### config.mk
export PLATFORM = sky130hd
export DESIGN_NAME = trip_control_flat
export DESIGN_NICKNAME = d
export VERILOG_FILES = /design/src/rtl/trip_control_pkg.sv /design/src/rtl/trip_control_if.sv /design/src/rtl/trip_control_reed_debounce.sv /design/src/rtl/trip_control.sv /design/src/flat_wrapper.sv
export SDC_FILE = /design/constraint.sdc
export NUM_CORES = 1
export LEC_CHECK = 0
export CORE_MARGIN = 2
export CORE_UTILIZATION = 59
export CTS_CLUSTER_DIAMETER = 200
export DETAILED_ROUTE_END_ITERATION = 6
export PLACE_DENSITY_LB_ADDON = 0.08
export REMOVE_ABC_BUFFERS = 1
export SYNTH_ARGS = -nofsm -noshare
export SYNTH_HDL_FRONTEND = slang
export SYNTH_HIERARCHICAL = 1
export SYNTH_SLANG_ARGS = --single-unit
### constraint.sdc
create_clock -name clock -period 3 [get_ports clock]
set_clock_uncertainty 0.05 [all_clocks]
set_input_delay 0.9 -clock clock [delete_from_list [all_inputs] [get_ports clock]]
set_output_delay 0.9 -clock clock [all_outputs]
set_load 0.05 [all_outputs]
### src/rtl/trip_control_pkg.sv
// ============================================================================
// trip_control_pkg : shared trip-state encoding and wheel-circumference limits
// Revision: 1.0
// ============================================================================
`default_nettype none

package trip_control_pkg;

  typedef enum logic [1:0] {
    ST_IDLE  = 2'd0,
    ST_SETUP = 2'd1,
    ST_RUN   = 2'd2,
    ST_PAUSE = 2'd3
  } trip_state_t;

  localparam int CIRC_W = 8;
  localparam logic [CIRC_W-1:0] CIRC_DEFAULT = 8'd220;
  localparam logic [CIRC_W-1:0] CIRC_MIN     = 8'd100;
  localparam logic [CIRC_W-1:0] CIRC_MAX     = 8'd250;

  // One saturating step of the circumference, up or down.
  function automatic logic [CIRC_W-1:0] circ_step(input logic [CIRC_W-1:0] c,
                                                  input logic up);
    logic [CIRC_W-1:0] r;
    if (up) begin
      r = (c >= CIRC_MAX) ? CIRC_MAX : c + 8'd1;
    end else begin
      r = (c <= CIRC_MIN) ? CIRC_MIN : c - 8'd1;
    end
    return r;
  endfunction

endpackage

`default_nettype wire

### src/rtl/trip_control_if.sv
// ============================================================================
// trip_if : button/reed inputs and trip outputs of the bike-computer sequencer
// Revision: 1.0
// ============================================================================
`default_nettype none

interface trip_if;
  import trip_control_pkg::*;

  logic              reed_raw;
  logic              start_stop;
  logic              clear;
  logic              setup;
  logic              plus;
  logic              minus;
  logic              reed_pulse;
  logic              enable;
  logic              dist_reset;
  logic [CIRC_W-1:0] circ;
  trip_state_t       state;

  modport master (
    output reed_raw, start_stop, clear, setup, plus, minus,
    input  reed_pulse, enable, dist_reset, circ, state
  );

  modport slave (
    input  reed_raw, start_stop, clear, setup, plus, minus,
    output reed_pulse, enable, dist_reset, circ, state
  );
endinterface

`default_nettype wire

### src/rtl/trip_control_reed_debounce.sv
// ============================================================================
// reed_debounce : 2-FF synchronizer, level debouncer, rising-edge pulse
// Revision: 1.0
// ============================================================================
`default_nettype none

module reed_debounce #(
  parameter int DEBOUNCE_CYC = 4
) (
  input  wire  logic clock,
  input  wire  logic reset,
  input  wire  logic reed_raw,
  output logic       reed_pulse
);

  localparam int CNT_W = (DEBOUNCE_CYC > 1) ? $clog2(DEBOUNCE_CYC) : 1;
  localparam logic [CNT_W-1:0] CNT_LAST = CNT_W'(DEBOUNCE_CYC - 1);

  logic             sync1;
  logic             sync2;
  logic             level;
  logic             level_d;
  logic [CNT_W-1:0] cnt;

  always_ff @(posedge clock or posedge reset) begin
    if (reset) begin
      sync1      <= 1'b0;
      sync2      <= 1'b0;
      level      <= 1'b0;
      level_d    <= 1'b0;
      cnt        <= '0;
      reed_pulse <= 1'b0;
    end else begin
      sync1      <= reed_raw;
      sync2      <= sync1;
      level_d    <= level;
      reed_pulse <= level & ~level_d;
      // Any sample agreeing with the current level restarts the count.
      if (sync2 == level) begin
        cnt <= '0;
      end else if (cnt == CNT_LAST) begin
        level <= sync2;
        cnt   <= '0;
      end else begin
        cnt <= cnt + 1'b1;
      end
    end
  end

endmodule

`default_nettype wire

### src/rtl/trip_control.sv
// ============================================================================
// trip_control : trip FSM, auto-pause timeout and circumference register
// Revision: 1.0
// ============================================================================
`default_nettype none

module trip_control
  import trip_control_pkg::*;
#(
  parameter int DEBOUNCE_CYC = 4,
  parameter int STOP_TIMEOUT = 2000
) (
  input wire logic clock,
  input wire logic reset,
  trip_if.slave    bus
);

  localparam int TO_W = (STOP_TIMEOUT > 2) ? $clog2(STOP_TIMEOUT) : 1;
  localparam logic [TO_W-1:0] TO_LAST = TO_W'(STOP_TIMEOUT - 1);

  trip_state_t       state;
  logic [CIRC_W-1:0] circ;
  logic              enable;
  logic              dist_reset;
  logic [TO_W-1:0]   tcnt;
  logic              reed_pulse;
  logic              timeout_hit;

  reed_debounce #(
    .DEBOUNCE_CYC (DEBOUNCE_CYC)
  ) u_reed (
    .clock      (clock),
    .reset      (reset),
    .reed_raw   (bus.reed_raw),
    .reed_pulse (reed_pulse)
  );

  assign timeout_hit = (tcnt == TO_LAST) && !reed_pulse;

  always_ff @(posedge clock or posedge reset) begin
    if (reset) begin
      state      <= ST_IDLE;
      circ       <= CIRC_DEFAULT;
      enable     <= 1'b0;
      dist_reset <= 1'b0;
      tcnt       <= '0;
    end else begin
      dist_reset <= 1'b0;
      case (state)
        ST_IDLE: begin
          if (bus.clear) begin
            dist_reset <= 1'b1;
          end else if (bus.start_stop) begin
            state  <= ST_RUN;
            enable <= 1'b1;
            tcnt   <= '0;
          end else if (bus.setup) begin
            state <= ST_SETUP;
          end
        end
        ST_SETUP: begin
          if (bus.setup) begin
            state <= ST_IDLE;
          end else if (bus.plus) begin
            circ <= circ_step(circ, 1'b1);
          end else if (bus.minus) begin
            circ <= circ_step(circ, 1'b0);
          end
        end
        ST_RUN: begin
          // Counter saturates at its last value; a clear keeps us in RUN regardless.
          if (reed_pulse) begin
            tcnt <= '0;
          end else if (tcnt != TO_LAST) begin
            tcnt <= tcnt + 1'b1;
          end
          if (bus.clear) begin
            dist_reset <= 1'b1;
          end else if (bus.start_stop) begin
            state  <= ST_IDLE;
            enable <= 1'b0;
          end else if (timeout_hit) begin
            state  <= ST_PAUSE;
            enable <= 1'b0;
          end
        end
        ST_PAUSE: begin
          if (bus.clear) begin
            dist_reset <= 1'b1;
          end else if (bus.start_stop) begin
            state <= ST_IDLE;
          end else if (reed_pulse) begin
            state  <= ST_RUN;
            enable <= 1'b1;
            tcnt   <= '0;
          end
        end
        default: begin
          state  <= ST_IDLE;
          enable <= 1'b0;
        end
      endcase
    end
  end

  assign bus.state      = state;
  assign bus.circ       = circ;
  assign bus.enable     = enable;
  assign bus.dist_reset = dist_reset;
  assign bus.reed_pulse = reed_pulse;

endmodule

`default_nettype wire
### src/flat_wrapper.sv
// flat-port wrapper written by rule: the top's interface ports become plain ports
module trip_control_flat import trip_control_pkg::*;
#(
  parameter int DEBOUNCE_CYC = 4,
  parameter int STOP_TIMEOUT = 2000
)
  (clock, reset, bus_reed_raw, bus_start_stop, bus_clear, bus_setup, bus_plus, bus_minus, bus_reed_pulse, bus_enable, bus_dist_reset, bus_circ, bus_state);
  trip_if bus_i ();
  input wire logic clock;
  input wire logic reset;
  input wire logic [$bits(bus_i.reed_raw)-1:0] bus_reed_raw;
  input wire logic [$bits(bus_i.start_stop)-1:0] bus_start_stop;
  input wire logic [$bits(bus_i.clear)-1:0] bus_clear;
  input wire logic [$bits(bus_i.setup)-1:0] bus_setup;
  input wire logic [$bits(bus_i.plus)-1:0] bus_plus;
  input wire logic [$bits(bus_i.minus)-1:0] bus_minus;
  output wire logic [$bits(bus_i.reed_pulse)-1:0] bus_reed_pulse;
  output wire logic [$bits(bus_i.enable)-1:0] bus_enable;
  output wire logic [$bits(bus_i.dist_reset)-1:0] bus_dist_reset;
  output wire logic [$bits(bus_i.circ)-1:0] bus_circ;
  output wire logic [$bits(bus_i.state)-1:0] bus_state;
  assign bus_i.reed_raw = bus_reed_raw;
  assign bus_i.start_stop = bus_start_stop;
  assign bus_i.clear = bus_clear;
  assign bus_i.setup = bus_setup;
  assign bus_i.plus = bus_plus;
  assign bus_i.minus = bus_minus;
  assign bus_reed_pulse = bus_i.reed_pulse;
  assign bus_enable = bus_i.enable;
  assign bus_dist_reset = bus_i.dist_reset;
  assign bus_circ = bus_i.circ;
  assign bus_state = bus_i.state;
  trip_control #(.DEBOUNCE_CYC(DEBOUNCE_CYC), .STOP_TIMEOUT(STOP_TIMEOUT)) u_core (.clock(clock), .reset(reset), .bus(bus_i));
endmodule
==> flow_summary_export.csv, run 1 <==
group,metric,value,unit
status,status,"complete, no violations",
critical_path,crit_slowest_cell,"clkdlybuf4s50_1",
clock_tree,holdBufCountCts,0,
sta,worst_pin_slew,0.895,ns
critical_path,worstSetupStartpoint,"u_core/bus.circ[3]$_DFFE_PP1P_",
synthesis,synth_edf_count,0,
job,maxCapViolCount,0,
clock_tree,numClockSinks,30,
synthesis,syn_inst,210,
global_route,grt_pass1_vias,1604,
clock_tree,post-cts-setup-buffers,0,
routing,dr_total_vias,1708,
global_route,grt-ovfl-total,0,
synthesis,netlist_area,1890,µm²
clock_tree,numCtsBuffers,5,
critical_path,start_kind,"flop",
critical_path,crit_end,"bus_circ[3]",
sta,timing.final.crit_share,92.8,%
finish,final_common_cell,"dfrtp_1",
finish,drive_above_1_share,9.61,%
power,p_total,2.04,mW
critical_path,rr_startpoint,"u_core/bus.state[1]$_DFFE_PP0P_",
power,vdd_drop_max,0.661,mV
floorplanning,die_w,60.6,µm
min_path,hold_path.startpoint,"u_core/u_reed/sync1$_DFF_PP0_",
power,powerDensity,937,nW/µm²
placed_design,portBuffers,20,
finish,regArea,757,µm²
critical_path,r2r_slack,0.82,ns
critical_path,critPathMaxFanout,12,
power,p_leak,0.905,nW
routing,drt_first_iter_violations,175,
critical_path,cpLargestDelayFamily,"buffers and inverters",
floorplanning,io_pins,21,
critical_path,rr_worst_depth,6,
sta,setup_violations,0,
floorplanning,dieArea,3680,µm²
sta,relSlewSlack,40.3,%
sta,drv_slew,0,
routing,drtPass1Iterations,5,
critical_path,path_class,"flop to output pin",
clock_tree,cts_resized,0,
finish,area_growth,15.2,%
clock_tree,ctsRootBufferMaster,"clkbuf_4",
clock_tree,clockBufferDepth,2,
routing,wl,4410,µm
finish,nets,245,
synthesis,synthFlopType,"dfrtp_1",
routing,vias_per_cell,6.26,
clock_tree,cts.clk_slew.worst_paths,0.09,ns
floorplanning,coreArea,3050,µm²
synthesis,syn_avg_cell_area,9.01,µm²
finish,insertedDiodeCount,0,
finish,multi_input_area,1030,µm²
critical_path,crit_arrival,1.83,ns
floorplanning,dieHeight,60.6,µm
critical_path,cp_num_buf_inv,1,
critical_path,end_kind,"output pin",
global_route,grt_antenna_before_repair,0,
critical_path,required,2.05,ns
critical_path,cp_cell_sequence,"clkdlybuf4s50_1",
critical_path,cpPeakStageDelay,0.84,ns
synthesis,synth_cell_types,47,
synthesis,synth_warnings,6,
routing,route.detailed.drc,0,
routing,drt-wirelength-per-cell,16.1,µm
clock_tree,cts_max_level,2,
floorplanning,rows,20,
critical_path,timing.rr.end,"u_core/tcnt[9]$_DFFE_PP0P_",
clock_tree,cts_tree,"built",
global_route,grt_usage,26.8,%
finish,final_cell_mix,"dfrtp_1, clkdlybuf4s50_1, nor2_1, o21ai_0, o31ai_1",
min_path,holdCritPathClass,"flop to flop",
routing,ant_nets,0,
synthesis,async_flop_share,100,%
critical_path,crit_cells,1,
synthesis,yosysSeqAreaShare,40.0,%
global_route,grt_max_degree,24,
sta,rsz0062_at_grt,"no",
placed_design,gp_congestion,0.870,
floorplanning,start_util,62.0,%
finish,fillers,248,
sta,hold_violations,0,
synthesis,ys_ff_latch,30,
placed_design,place_hpwl,3110,µm
sta,max_freq,359,MHz
global_route,grt_first_pass_wirelength,7220,µm
clock_tree,clock_latency,0.33,ns
sta,fin_crit,2.78,ns
sta,finalSetupTns,0,ns
==> metal layers <==
layer	vias to the layer above	GRT usage, %	wire [µm]
met5	-	0	0
met4	0	9.01	59
met3	7	5.76	259
met2	73	42.4	2060
met1	813	36.7	2030
li1	815	-	-
==> power by group <==
| part | internal (mW) | switching [mW] | total (mW) |
|---|---|---|---|
| sequential | 0.527 | 0.163 | 0.690 |
| combinational | 0.372 | 0.670 | 1.04 |
| clock | 0.177 | 0.135 | 0.312 |
| total | 1.08 | 0.968 | 2.04 |
==> how the worst min path moves through the flow <==
stage                               endpoint  depth (start not counted)
6_report       u_core/u_reed/sync2$_DFF_PP0_                          0
3_5_place_dp   u_core/u_reed/sync2$_DFF_PP0_                          0
2_1_floorplan  u_core/u_reed/sync2$_DFF_PP0_                          0
5_1_grt        u_core/u_reed/sync2$_DFF_PP0_                          0
3_3_place_gp   u_core/u_reed/sync2$_DFF_PP0_                          0
4_1_cts        u_core/u_reed/sync2$_DFF_PP0_                          0
==> stage by stage <==
| stage | hold WS, ns | utilization [%] | worst slack, ns | instances | cell area (µm²) |
|---|---|---|---|---|---|
| after floorplan | 0.281 | - | 0.891 | 198 | 1830 |
| after global placement | 0.294 | 69.0 | 0.219 | 265 | 2110 |
| after detailed placement | 0.289 | 69.0 | 0.105 | 265 | 2110 |
| after CTS | 0.313 | 71.4 | 0.207 | 273 | 2180 |
| after global routing | 0.319 | 71.4 | 0.147 | 273 | 2180 |
| final | 0.310 | 71.4 | 0.216 | 273 | 2180 |
==> registers in the layout, indices dropped and copies added (netlist names) <==
name / flops
u_core/u_reed/cnt: 2
u_core/bus.circ: 8
u_core/u_reed/level_d: 1
u_core/tcnt: 11
u_core/u_reed/sync1: 1
u_core/u_reed/level: 1
u_core/bus.dist_reset: 1
u_core/bus.state: 2
u_core/u_reed/sync2: 1
u_core/u_reed/reed_pulse: 1
u_core/bus.enable: 1
==> layout make-up <==
type | count | area share [%]
timing repair buffer | 23 | 10.2
tap | 44 | 2.52
sequential | 30 | 34.7
multi-input combinational | 156 | 47.0
clock inverter | 1 | 1.38
clock buffer | 7 | 2.07
inverter | 12 | 2.07
==> cell usage after synthesis, drive strengths merged, types with 3 or more instances <==
| master | count | area share [%] |
|---|---|---|
| and3 | 4 | 1.4 |
| dfstp | 5 | 6.9 |
| nand4 | 4 | 1.3 |
| inv | 12 | 2.4 |
| o21ai | 16 | 4.2 |
| nand2 | 13 | 2.6 |
| nand3 | 10 | 2.6 |
| nor4 | 4 | 1.3 |
| buf | 3 | 1.1 |
| clkbuf | 9 | 2.3 |
| nor2b | 4 | 1.3 |
| ha | 9 | 5.9 |
| mux2i | 3 | 1.6 |
| o31ai | 15 | 5.9 |
| a31oi | 6 | 2.0 |
| nor3 | 6 | 2.1 |
| a21oi | 9 | 2.4 |
| nor2 | 19 | 4.6 |
| nand2b | 4 | 1.3 |
| dfrtp | 25 | 33 |
==> logic make-up after synthesis <==
group	Yosys count	synth area share [%]
XOR/XNOR	2	0.925
adder cells (fa/ha/maj)	9	5.95
flip-flops	30	40.0
multiplexers	4	2.18
AND/OR/NAND/NOR	75	21.5
buffers and inverters	24	5.82
AO/OA/AOI/OAI	66	23.6
Power figures use the tool's default switching activity.
==> inputs of run 2 (changes only) <==
Settings changed: ABC_AREA set to 1, SETUP_SLACK_MARGIN set to 0.3, SYNTH_HIERARCHICAL 1 to unset.
==> flow_summary_export.csv, run 2 <==
group,metric,value,unit
synthesis,synth_top_family_by_area,"simple AND/OR/NAND/NOR gates",
clock_tree,numCtsBuffers,5,
routing,wl,4130,µm
global_route,grt_usage,24.0,%
synthesis,synth_top_cell_by_area,"dfrtp_1",
routing,route.detailed.drc,0,
sta,max_freq,385,MHz
routing,vias_per_cell,5.18,
routing,dr_total_vias,1863,
synthesis,netlist_area,1990,µm²
clock_tree,post-cts-setup-buffers,0,
finish,insertedDiodeCount,0,
synthesis,yosysMostFrequentCell,"nand2_1",
floorplanning,dieArea,3860,µm²
min_path,holdCritPathClass,"flop to flop",
power,comb_power_share,54.4,%
floorplanning,dieHeight,62.1,µm
routing,drt_first_iter_violations,124,
power,pwr-share-seq,33.3,%
sta,setup_violations,0,
synthesis,synthMuxAreaShare,0,%
floorplanning,rows,21,
clock_tree,cts_max_level,2,
finish,nets,326,
synthesis,synth_edf_count,0,
global_route,grt-ovfl-total,0,
finish,drive_above_1_share,10.5,%
routing,drtPass1Iterations,4,
synthesis,ys_ff_latch,30,
routing,drt-wirelength-per-cell,11.5,µm
job,maxCapViolCount,0,
synthesis,synthFlopType,"dfrtp_1",
power,vdd_drop_max,0.710,mV
power,clock_power_share,12.2,%
sta,fin_crit,2.60,ns
synthesis,synth_warnings,0,
global_route,grt_antenna_before_repair,0,
sta,hold_violations,0,
finish,post-route-util,69.6,%
synthesis,synth_top_area_share,31.4,%
synthesis,yosys-top-cells-count,"nand2_1, inv_1, nor2_1",
critical_path,critPathMaxFanout,5,
synthesis,yosysSeqAreaShare,38.0,%
global_route,grt_pass1_vias,1726,
critical_path,crit_slowest_cell,"clkdlybuf4s50_1",
critical_path,path_class,"flop to output pin",
critical_path,required,2.05,ns
placed_design,gp_congestion,0.979,
floorplanning,io_pins,21,
floorplanning,coreArea,3280,µm²
clock_tree,numClockSinks,30,
finish,fin_cells,360,
sta,timing.final.crit_share,86.7,%
clock_tree,cts_tree,"built",
synthesis,syn_inst,290,
sta,drv_slew,0,
synthesis,syn_avg_cell_area,6.88,µm²
power,swShare,52.2,%
synthesis,synth-simple-area-share,39.0,%
clock_tree,clock_latency,0.33,ns
finish,top_register,"u_core.tcnt",
routing,ant_nets,0,
finish,final_cell_mix,"nand2_1, inv_1, nor2_1, nand3_1, dfrtp_1",
sta,rsz0062_at_grt,"no",
global_route,grt_max_degree,31,
clock_tree,clockBufferDepth,2,
sta,relSlewSlack,65.8,%
critical_path,cpLargestDelayFamily,"buffers and inverters",
finish,area_growth,14.7,%
finish,fillers,285,
synthesis,synth_xor_area_share,3.07,%
power,powerDensity,940,nW/µm²
floorplanning,start_util,60.7,%
placed_design,portBuffers,20,
placed_design,place_hpwl,3020,µm
finish,multi_input_area,1040,µm²
clock_tree,ctsRootBufferMaster,"clkbuf_4",
floorplanning,die_w,62.1,µm
synthesis,synthAdderAreaFrac,3.14,%
finish,top_regs,"u_core.tcnt x11, u_core.bus.circ x8",
status,status,"complete, no violations",
finish,regArea,757,µm²
synthesis,synthTopCellsByArea,"dfrtp_1, nand2_1, nand3_1, inv_1, dfstp_2",
finish,final_common_cell,"nand2_1",
finish,largest_reg_flops,11,
global_route,grt_first_pass_wirelength,7540,µm
power,internal-power,1.03,mW
power,p_leak,1.20,nW
critical_path,crit_arrival,1.65,ns
synthesis,async_flop_share,100,%
critical_path,cp_cell_sequence,"clkdlybuf4s50_1",
sta,finalSetupTns,0,ns
critical_path,end_kind,"output pin",
clock_tree,cts.clk_slew.worst_paths,0.11,ns
clock_tree,holdBufCountCts,0,
sta,worst_pin_slew,0.512,ns
power,p_total,2.15,mW
synthesis,synth_cell_types,27,
critical_path,cpPeakStageDelay,0.85,ns
placed_design,dp.cells,352,
critical_path,start_kind,"flop",
critical_path,cp_num_buf_inv,1,
power,p_sw,1.12,mW
synthesis,synth_compound_area_share,6.78,%
run 2: cell types whose count changed in the layout (fill, tap and decap cells not counted), moves of 6 or more:
| cell | before | now |
|---|---|---|
| inv_1 | 12 | 40 |
| nand3_1 | 10 | 31 |
| a31oi_1 | 6 | 0 |
| nand2_1 | 13 | 83 |
| o31ai_1 | 15 | 0 |
| nor2_1 | 17 | 34 |
| clkdlybuf4s50_1 | 20 | 13 |
run 2: layout make-up:
cell class / instances / share of cell area [%]
clock buffer: 6 / 2.24
clock inverter: 2 / 0.547
inverter: 42 / 6.89
multi-input combinational: 212 / 45.3
sequential: 30 / 33.1
tap: 46 / 2.52
timing repair buffer: 22 / 9.35
run 2: stage by stage:
stage | hold slack [ns] | area (µm²) | setup slack [ns]
2_1_floorplan | 0.281 | 1950 | 1.21
3_3_place_gp | 0.282 | 2220 | 0.569
3_5_place_dp | 0.289 | 2220 | 0.538
4_1_cts | 0.311 | 2280 | 0.332
5_1_grt | 0.330 | 2290 | 0.333
6_report | 0.307 | 2290 | 0.400
run 2: logic make-up (layout without fill, tap and decap cells):
group	after synthesis	in the layout
adder cells (fa/ha/maj)	5	5
AND/OR/NAND/NOR	175	175
XOR/XNOR	7	7
flip-flops	30	30
AO/OA/AOI/OAI	25	25
buffers and inverters	48	72
run 2: worst paths after layout:
kind                                                start                         endpoint  slack, ns  depth (start not counted)
max                        u_core.bus.circ[1]$_DFFE_PP0P_                      bus_circ[1]       0.40                          1
min                         u_core.u_reed.sync1$_DFF_PP0_    u_core.u_reed.sync2$_DFF_PP0_       0.31                          0
max reg2reg                u_core.bus.circ[0]$_DFFE_PP0P_   u_core.bus.circ[6]$_DFFE_PP1P_       1.32                         10
min reg2reg                 u_core.u_reed.sync1$_DFF_PP0_    u_core.u_reed.sync2$_DFF_PP0_       0.31                          0
max in group asynchronous                           reset   u_core.bus.circ[6]$_DFFE_PP1P_       1.69                          3
min in group asynchronous                           reset  u_core.u_reed.level$_DFFE_PP0P_       0.88                          3
run 2: layer usage:
layer	up-vias	track usage (%)	routed length (µm)
met1	840	29.6	1840
met3	11	5.43	213
met2	50	41.0	1990
met4	0	9.44	90
met5	-	0	0
li1	962	-	-
run 2: repair_timing:
item                                    4_1_cts  5_1_grt
hold endpoints to repair                      0        0
gates resized for setup                       5        2
endpoints found under the setup margin        5        2
cloned                                        0        0
run 2: power by group through the flow:
stage | Sequential [mW] | Clock (mW) | Combinational [mW]
3_5_place_dp | 0.724 | 0 | 1.19
6_report | 0.717 | 0.263 | 1.17
4_1_cts | 0.717 | 0.266 | 1.17
5_1_grt | 0.743 | 0.299 | 1.31
3_3_place_gp | 0.726 | 0 | 1.18
2_1_floorplan | 0.979 | 0 | 0.598
==> inputs of run 3 (changes only) <==
Settings changed: CTS_CLUSTER_SIZE set to 16, SYNTH_HIERARCHICAL set to 1.
==> flow_summary_export.csv, run 3 <==
group,metric,value,unit
clock_tree,cts_max_level,2,
routing,drt_first_iter_violations,160,
finish,top_register,"u_core/tcnt",
synthesis,netlist_area,2090,µm²
synthesis,synthFlopType,"dfrtp_1",
critical_path,cp_cell_sequence,"clkdlybuf4s50_1",
finish,insertedDiodeCount,0,
global_route,grt_pass1_vias,1894,
synthesis,syn_avg_cell_area,6.96,µm²
clock_tree,cts_tree,"built",
routing,drtPass1Iterations,5,
power,p_leak,1.21,nW
critical_path,crit_slowest_cell,"clkdlybuf4s50_1",
placed_design,place_hpwl,3260,µm
sta,setup_violations,0,
floorplanning,io_pins,21,
critical_path,crit_arrival,1.61,ns
global_route,grt-ovfl-total,0,
sta,max_freq,391,MHz
floorplanning,dieHeight,63.6,µm
finish,top_regs,"u_core/tcnt x11, u_core/bus.circ x8",
power,powerDensity,949,nW/µm²
critical_path,cpLargestDelayFamily,"buffers and inverters",
sta,relSlewSlack,63.2,%
global_route,grt_antenna_before_repair,0,
finish,final_cell_mix,"nand2_1, nor2_1, inv_1, nand3_1, dfrtp_1",
clock_tree,cts.clk_slew.worst_paths,0.09,ns
placed_design,gp_congestion,0.968,
synthesis,synth_top_cell_by_area,"dfrtp_1",
floorplanning,coreArea,3360,µm²
routing,vias_per_cell,5.40,
synthesis,synth_xor_area_share,0.418,%
routing,drt-wirelength-per-cell,12.0,µm
sta,drv_slew,0,
sta,hold_violations,0,
placed_design,portBuffers,20,
global_route,grt_max_degree,24,
finish,drive_above_1_share,10.7,%
critical_path,critPathMaxFanout,6,
floorplanning,dieArea,4040,µm²
critical_path,end_kind,"output pin",
critical_path,required,2.05,ns
synthesis,synth_top_area_share,29.9,%
synthesis,synth-simple-area-share,38.9,%
synthesis,syn_inst,301,
synthesis,synth_compound_area_share,9.92,%
power,p_total,2.27,mW
routing,ant_nets,0,
clock_tree,holdBufCountCts,0,
critical_path,cp_num_buf_inv,1,
floorplanning,start_util,62.3,%
global_route,grt_first_pass_wirelength,8290,µm
global_route,grt_usage,25.7,%
clock_tree,numCtsBuffers,5,
finish,largest_reg_flops,11,
synthesis,yosysSeqAreaShare,36.1,%
clock_tree,clockBufferDepth,2,
sta,rsz0062_at_grt,"no",
sta,fin_crit,2.56,ns
synthesis,synth_cell_types,30,
sta,timing.final.crit_share,85.3,%
synthesis,synthMuxAreaShare,0,%
synthesis,yosys-top-cells-count,"nand2_1, nor2_1, inv_1",
synthesis,async_flop_share,100,%
sta,finalSetupTns,0,ns
floorplanning,rows,21,
synthesis,synthTopCellsByArea,"dfrtp_1, nand2_1, nand3_1, nor2_1, inv_1",
clock_tree,ctsRootBufferMaster,"clkbuf_4",
finish,nets,342,
min_path,holdCritPathClass,"flop to flop",
routing,wl,4480,µm
power,vdd_drop_max,0.562,mV
clock_tree,post-cts-setup-buffers,0,
routing,route.detailed.drc,0,
synthesis,ys_ff_latch,30,
sta,worst_pin_slew,0.552,ns
routing,dr_total_vias,2010,
clock_tree,clock_latency,0.32,ns
finish,area_growth,14.3,%
clock_tree,numClockSinks,30,
critical_path,start_kind,"flop",
synthesis,synthAdderAreaFrac,5.38,%
synthesis,yosysMostFrequentCell,"nand2_1",
job,maxCapViolCount,0,
finish,final_common_cell,"nand2_1",
synthesis,synth_warnings,6,
synthesis,synth_top_family_by_area,"simple AND/OR/NAND/NOR gates",
status,status,"complete, no violations",
synthesis,synth_edf_count,0,
critical_path,path_class,"flop to output pin",
floorplanning,die_w,63.6,µm
critical_path,cpPeakStageDelay,0.84,ns
[run 3: cell count changes after synthesis, moves of 4 or more]
cell,previous run,this run
nor2_1,34,40
o21ai_0,11,18
ha_1,5,9
o21ai_2,1,5
xor2_1,5,1
[run 3: timing repair]
action / in CTS / in global routing
hold endpoints to repair: 0 / 0
gates resized for setup: 4 / 4
endpoints found under the setup margin: 4 / 4
[run 3: cell type report]
class	count	area, µm²
timing repair buffer	22	220
inverter	41	154
clock buffer	7	55.1
fill	312	970
sequential	30	757
clock inverter	1	5.00
multi-input combinational	225	1140
tap	46	57.6
[run 3: path summary, 6_finish.rpt]
| path | start | end | slack (ns) | cells after the start |
|---|---|---|---|---|
| min in group asynchronous | reset | u_core/u_reed/cnt[0]$_DFF_PP0_ | 0.78 | 2 |
| worst max-delay path | u_core/bus.circ[5]$_DFFE_PP0P_ | bus_circ[5] | 0.44 | 1 |
| worst min-delay path | u_core/u_reed/sync1$_DFF_PP0_ | u_core/u_reed/sync2$_DFF_PP0_ | 0.31 | 0 |
| worst max register to register | u_core/bus.state[0]$_DFFE_PP0P_ | u_core/tcnt[4]$_DFFE_PP0P_ | 0.90 | 10 |
| worst min register to register | u_core/u_reed/sync1$_DFF_PP0_ | u_core/u_reed/sync2$_DFF_PP0_ | 0.31 | 0 |
| max in group asynchronous | reset | u_core/bus.circ[3]$_DFFE_PP1P_ | 1.72 | 3 |
[run 3: cell families (layout without fill, tap and decap cells)]
logic type                 after synthesis  after routing
xor gates and xnor gates                 1              1
adders and majority gates                9              9
and+or+nand+nor                        179            179
AOI/OAI and AO/OA                       36             36
buffers and inverters                   46             71
DFF                                     30             30
[run 3: routing by layer]
layer / GRT usage, % / vias to the layer above / routed length (µm)
li1: - / 1015 / -
met5: 0 / - / 0
met4: 7.88 / 0 / 23
met1: 34.5 / 939 / 2130
met2: 41.8 / 52 / 2110
met3: 5.00 / 4 / 206
[run 3: power breakdown]
| group | switching (mW) | internal (mW) | total [mW] |
|---|---|---|---|
| clock network | 0.136 | 0.114 | 0.250 |
| registers | 0.178 | 0.550 | 0.727 |
| logic | 0.908 | 0.387 | 1.30 |
| total | 1.22 | 1.05 | 2.27 |
[run 3: stage by stage]
stage | hold WS [ns] | utilization [%] | worst slack, ns | cells | area, µm²
2_1_floorplan | 0.281 | - | 0.824 | 296 | 2060
3_3_place_gp | 0.285 | 69.2 | 0.541 | 364 | 2330
3_5_place_dp | 0.290 | 69.2 | 0.483 | 364 | 2330
4_1_cts | 0.311 | 70.9 | 0.306 | 372 | 2380
5_1_grt | 0.313 | 71.2 | 0.375 | 372 | 2390
6_report | 0.308 | 71.2 | 0.441 | 372 | 2390
